--- src/rtl/keypad_pkg.sv ---
// Shared types and constants for the 4x4 keypad scanner.
// The scanner FSM encoding is exported so a bench can observe it directly.
package keypad_pkg;

    localparam int NUM_ROWS = 4;
    localparam int NUM_COLS = 4;
    localparam logic [NUM_COLS-1:0] COL_IDLE = 4'b1110;

    typedef enum logic [1:0] {
        SCAN     = 2'd0,
        DEBOUNCE = 2'd1,
        HELD     = 2'd2,
        RELEASE  = 2'd3
    } state_t;

    // Index of the lowest-numbered active-low row; rows are assumed not all high.
    function automatic logic [1:0] first_low(input logic [NUM_ROWS-1:0] rows);
        logic [1:0] idx;
        idx = 2'd0;
        for (int i = NUM_ROWS - 1; i >= 0; i--) begin
            if (!rows[i]) idx = 2'(i);
        end
        return idx;
    endfunction

endpackage

--- src/rtl/keypad_scanner_sync_2ff.sv ---
// Two-flop synchronizer with a configurable idle value loaded on reset.
module sync_2ff #(
    parameter int WIDTH = 1,
    parameter logic [WIDTH-1:0] RESET_VAL = '0
) (
    input  logic             clk,
    input  logic             rst,
    input  logic [WIDTH-1:0] d,
    output logic [WIDTH-1:0] q
);

    logic [WIDTH-1:0] meta;

    always_ff @(posedge clk or posedge rst) begin
        if (rst) begin
            meta <= RESET_VAL;
            q    <= RESET_VAL;
        end else begin
            meta <= d;
            q    <= meta;
        end
    end

endmodule

--- src/rtl/keypad_scanner.sv ---
// 4x4 matrix keypad scanner: column rotation, press/release debounce on the
// 1 kHz scan tick, and a valid/ready output with a sticky overrun flag.
module keypad_scanner
    import keypad_pkg::*;
#(
    parameter int DEBOUNCE_TICKS = 4
) (
    input  logic                clk,
    input  logic                rst,
    input  logic                slow_clk,
    input  logic [NUM_ROWS-1:0] row_in,
    output logic [NUM_COLS-1:0] col_out,
    output logic [3:0]          key_code,
    output logic                key_valid,
    input  logic                key_ready,
    output logic                overrun,
    output state_t              fsm_state
);

    localparam int CNT_W = (DEBOUNCE_TICKS < 2) ? 1 : $clog2(DEBOUNCE_TICKS + 1);
    localparam logic [CNT_W-1:0] CNT_MAX = CNT_W'(DEBOUNCE_TICKS);
    localparam logic [CNT_W-1:0] CNT_ONE = CNT_W'(1);

    logic                slow_s;
    logic                slow_d;
    logic                tick;
    logic [NUM_ROWS-1:0] rows_s;

    state_t           state, next_state;
    logic [CNT_W-1:0] count, next_count, count_inc;
    logic [1:0]       col_idx, next_col_idx;
    logic [1:0]       row_idx, next_row_idx;
    logic             emit;
    logic [3:0]       emit_code;
    logic             all_high;
    logic             xfer;

    sync_2ff #(.WIDTH(1), .RESET_VAL(1'b0)) u_sync_slow (
        .clk (clk),
        .rst (rst),
        .d   (slow_clk),
        .q   (slow_s)
    );

    sync_2ff #(.WIDTH(NUM_ROWS), .RESET_VAL({NUM_ROWS{1'b1}})) u_sync_rows (
        .clk (clk),
        .rst (rst),
        .d   (row_in),
        .q   (rows_s)
    );

    always_ff @(posedge clk or posedge rst) begin
        if (rst) slow_d <= 1'b0;
        else     slow_d <= slow_s;
    end

    assign tick      = slow_s && !slow_d;
    assign all_high  = &rows_s;
    assign count_inc = count + CNT_ONE;

    // State register
    always_ff @(posedge clk or posedge rst) begin
        if (rst) begin
            state   <= SCAN;
            count   <= '0;
            col_idx <= 2'd0;
            row_idx <= 2'd0;
        end else begin
            state   <= next_state;
            count   <= next_count;
            col_idx <= next_col_idx;
            row_idx <= next_row_idx;
        end
    end

    // Next-state logic; everything holds outside tick cycles.
    always_comb begin
        next_state   = state;
        next_count   = count;
        next_col_idx = col_idx;
        next_row_idx = row_idx;
        emit         = 1'b0;
        emit_code    = {row_idx, col_idx};
        if (tick) begin
            case (state)
                SCAN: begin
                    if (!all_high) begin
                        next_row_idx = first_low(rows_s);
                        next_count   = CNT_ONE;
                        next_state   = DEBOUNCE;
                        if (DEBOUNCE_TICKS <= 1) begin
                            emit       = 1'b1;
                            emit_code  = {first_low(rows_s), col_idx};
                            next_count = '0;
                            next_state = HELD;
                        end
                    end else begin
                        next_col_idx = col_idx + 2'd1;
                    end
                end
                DEBOUNCE: begin
                    if (!rows_s[row_idx]) begin
                        next_count = count_inc;
                        if (count_inc == CNT_MAX) begin
                            emit       = 1'b1;
                            next_count = '0;
                            next_state = HELD;
                        end
                    end else begin
                        next_count = '0;
                        next_state = SCAN;
                    end
                end
                HELD: begin
                    if (all_high) begin
                        next_count = CNT_ONE;
                        next_state = RELEASE;
                        if (DEBOUNCE_TICKS <= 1) begin
                            next_count = '0;
                            next_state = SCAN;
                        end
                    end
                end
                RELEASE: begin
                    if (all_high) begin
                        next_count = count_inc;
                        if (count_inc == CNT_MAX) begin
                            next_count = '0;
                            next_state = SCAN;
                        end
                    end else begin
                        next_count = '0;
                        next_state = HELD;
                    end
                end
                default: begin
                    next_count = '0;
                    next_state = SCAN;
                end
            endcase
        end
    end

    // Outputs derived from state
    always_comb begin
        col_out   = ~(4'b0001 << col_idx);
        fsm_state = state;
    end

    // Handshake: key_valid/key_code form a valid/ready pair; a transfer happens
    // on any clk edge with key_valid && key_ready, and key_code is stable while
    // key_valid is high. An emit that coincides with a transfer replaces the key.
    assign xfer = key_valid && key_ready;

    always_ff @(posedge clk or posedge rst) begin
        if (rst) begin
            key_code  <= 4'd0;
            key_valid <= 1'b0;
            overrun   <= 1'b0;
        end else if (emit) begin
            if (!key_valid || xfer) begin
                key_code  <= emit_code;
                key_valid <= 1'b1;
            end else begin
                overrun <= 1'b1;
            end
        end else if (xfer) begin
            key_valid <= 1'b0;
        end
    end

endmodule
--- config.mk ---
export PLATFORM = sky130hd
export DESIGN_NAME = keypad_scanner
export DESIGN_NICKNAME = d
export VERILOG_FILES = /design/src/rtl/keypad_pkg.sv /design/src/rtl/keypad_scanner_sync_2ff.sv /design/src/rtl/keypad_scanner.sv
export SDC_FILE = /design/constraint.sdc
export NUM_CORES = 1
export LEC_CHECK = 0
export ABC_AREA = 1
export BUFFER_PORTS_ARGS = -buffer_cell sky130_fd_sc_hd__buf_4
export CELL_PAD_IN_SITES_DETAIL_PLACEMENT = 0
export CELL_PAD_IN_SITES_GLOBAL_PLACEMENT = 1
export CORE_MARGIN = 2
export CORE_UTILIZATION = 41
export DETAILED_ROUTE_END_ITERATION = 16
export PLACE_DENSITY_LB_ADDON = 0.1
export SKIP_LAST_GASP = 1
export SYNTH_ARGS = -nofsm -noshare
export SYNTH_HDL_FRONTEND = slang
export SYNTH_SLANG_ARGS = --single-unit
--- constraint.sdc ---
create_clock -name clk -period 1.6 [get_ports clk]
set_clock_uncertainty 0.05 [all_clocks]
set_input_delay 0.08 -clock clk [delete_from_list [all_inputs] [get_ports clk]]
set_output_delay 0.08 -clock clk [all_outputs]
set_load 0.03 [all_outputs]
==> impl_results.md <==
* Num CTS Buffers at 3
* Slew headroom at approximately 78%
* WL/cell at between 10 and 15 microns
* WP data arrival at 1.65 ns
* Final Max Tran Viols at 0
* RSZ-0062 raised after global routing: no
* Post-Syn Instances at approximately 130
* Min-delay worst type: input pin to flip-flop
* Run status: finished, final reports clean
* Hold Slack at 0.0796 ns
* Port Buffers at 19
* Total Wirelength at 1990 microns
* Row cnt at 19
* Ports at 20
* Via/cell ratio at around 4.6
* Initial antenna violation count at 0
* Post-route ant nets at 0
* Clk sinks at 26
* Core area at 2810 sq um
* Endpoints failing setup at 0
* Post-cts repair resize count at 0
* GRT Residual Overflow at 0
* Critical path endpoint category: flip-flop
* Final GP Congestion at just over 0.8
* Leak at 0.787 nW
* Initial cell density of the core at approximately 44%
* Chip height at 59.0 microns
* Top post-synthesis cells by area: dfrtp_1, dfstp_2, nand2_1, inv_1, ha_1
* First-pass DRT Iterations at 4
* Die Width at 59.0 microns
* Multi-input combinational cell area at ~480 sq um
* First-pass GRT wire length at about 3600 microns
* Mapped Nets at 148
* Via count at around 890
* Crit path largest cell delay at 0.42 ns
* Leading area contributor after synthesis: dfrtp_1
* Initial DRC Count at 21
* GRT Overall Usage at approximately an eighth
* Nets at 180
* Clock buffer depth at 2
* Post-route DRC at 0
* Antenna diodes at 0
* Storage cell area at between 600 and 700 sq um
* Fmax achieved at around 680 MHz
* Synth Register Bits at 26
* Final HPWL DP at between 1500 and 2000 microns
* Vias in the first global route at 881
* VDD IR-drop max at 0.000604 V
* Mapped Avg Cell Area at about 9 sq um
* Fin crit share at between 90 and 100%
* Slowest-stage cell, CP: dfrtp_1
* CP cell instances: ha_1, nand2_1, nand3_4, nor3_4, nand3_4, nand2_1, o21ai_1
* Post-synth top area share at between 30% and 40%
* Mapped Area at roughly 1200 sq um
* Unique cell type count in the Yosys netlist at 22
* Clock root cell: clkbuf_4
* CTS tree: built
* Fillers at roughly 270
* Crit Path Class: flip-flop to flip-flop
* Synth warn at 0
* Worst-Margin Slew at approximately 0.32 ns
* Clock transition at the registers of the reported paths at around 0.14 ns
* Sequential fraction of the synthesis area at between 50 and 60%
* Top delay family on crit path: simple AND/OR/NAND/NOR gates
* Pin count of the biggest net entering global routing at 27
* H-Tree Depth at 1
* Area growth from synthesis to layout at 23.6%
* Minimum clock period at approximately 1.5 ns
* PwrDens at ~1400 nW/um^2
* Die area at around 3500 sq um
* MaxCap Viol Count at 0
* Hold Fails Final Rpt at 0
* Worst Path Required at 1.77 ns
* CP Max Fanout at 8
* Startpoint types: flip-flop
* Setup_tns at 0 ns
* Buf+Inv Stages, Crit Path at 0
* Worst skew pair latency at 0.31 ns
* Share of layout cells above drive strength 1 at a little under a third
## kinds of logic after synthesis
logic type,after synthesis,share of synthesized area (%)
flops,26,53.2
fa+ha+maj,6,6.05
xor+xnor,1,0.706
compound gates,11,4.64
simple gates,63,27.1
buf+inv,27,8.27
## per-stage QoR
step / util, % / setup WS (ns) / std cells / area, sq um / total power, mW
floorplan: - / 0.219 / 134 / 1240 / 1.51
global placement: 51.0 / 0.141 / 185 / 1430 / 1.74
detailed placement: 51.0 / 0.121 / 185 / 1430 / 1.76
CTS: 54.4 / 0.105 / 195 / 1530 / 2.10
global route: 54.7 / 0.0131 / 196 / 1530 / 2.26
finish: 54.7 / 0.121 / 196 / 1530 / 2.08
## area by class of cell
type                       count  area share [%]
multi-input combinational     81            31.2
clock buffer                   4            2.37
tap                           31            2.53
timing repair buffer          27            14.2
sequential                    26            43.1
inverter                      27            6.69
## tightest hold or removal path, delay by kind of cell
kind	cells	cell delay [ns]
simple gates	2	0.23
buf+inv	2	0.10
## final timing paths
path | slack, ns | depth (start not counted) | end | from
max in group asynchronous | 0.90 | 4 | u_sync_rows.q[3]$_DFF_PP1_ | rst
max reg2reg | 0.12 | 7 | key_code[3]$_DFFE_PP0P_ | count[0]$_DFFE_PP0P_
min | 0.08 | 4 | key_valid$_DFFE_PP0P_ | key_ready
min in group asynchronous | 0.30 | 4 | count[2]$_DFFE_PP0P_ | rst
max | 0.12 | 7 | key_code[3]$_DFFE_PP0P_ | count[0]$_DFFE_PP0P_
min reg2reg | 0.32 | 0 | u_sync_rows.q[3]$_DFF_PP1_ | u_sync_rows.meta[3]$_DFF_PP1_
## metal layers
metal / GRT usage, % / part of all wire, %
met4: 2.92 / 0.75
met1: 17.6 / 50
met5: 0 / 0
met2: 22.9 / 46
met3: 2.18 / 2.9
## sequential cells by signal, summed over array words and instances, names as in the netlist, 2 cells and up
register and cells:
key_code 4, u_sync_rows.meta 4, u_sync_rows.q 4, count 3, col_idx 2, fsm_state 2
row_idx 2
## placed cells by master (no fill, tap or decap)
cell and instances:
buf_4 21, dfstp_2 8, nor3_4 1, o21ai_1 5
nand3_4 2, a21oi_1 1, clkinv_2 1, o21ai_0 4
xor2_1 1, nand3_2 4, nand3_1 8, dlygate4sd3_1 6
ha_1 6, clkbuf_8 1, inv_2 4, nor2_4 1
nand2_2 5, clkinv_1 1, inv_1 21, nor2_2 1
nand4_1 1, clkbuf_4 3, nor2_1 8, nand2_1 32
dfrtp_1 18, o21bai_1 1
## power breakdown
group | internal, mW | switching, mW
clock | 0.139 | 0.190
combinational | 0.316 | 0.542
sequential | 0.778 | 0.117
## timing repair
| item | in CTS | in global routing |
|---|---|---|
| endpoints found under the hold margin | 23 | 0 |
| setup endpoints to repair | 0 | 1 |
| hold buffers | 6 | 0 |
| buffers inserted | 0 | 1 |
## Yosys cell counts, drive strengths merged
cell,number
xor2,1
ha,6
nand4,1
o21ai,9
inv,25
clkinv,2
nor3,1
dfrtp,18
o21bai,1
nand2,37
dfstp,8
nand3,14
nor2,10
a21oi,1
No activity file was read; power rests on OpenSTA's default activity.
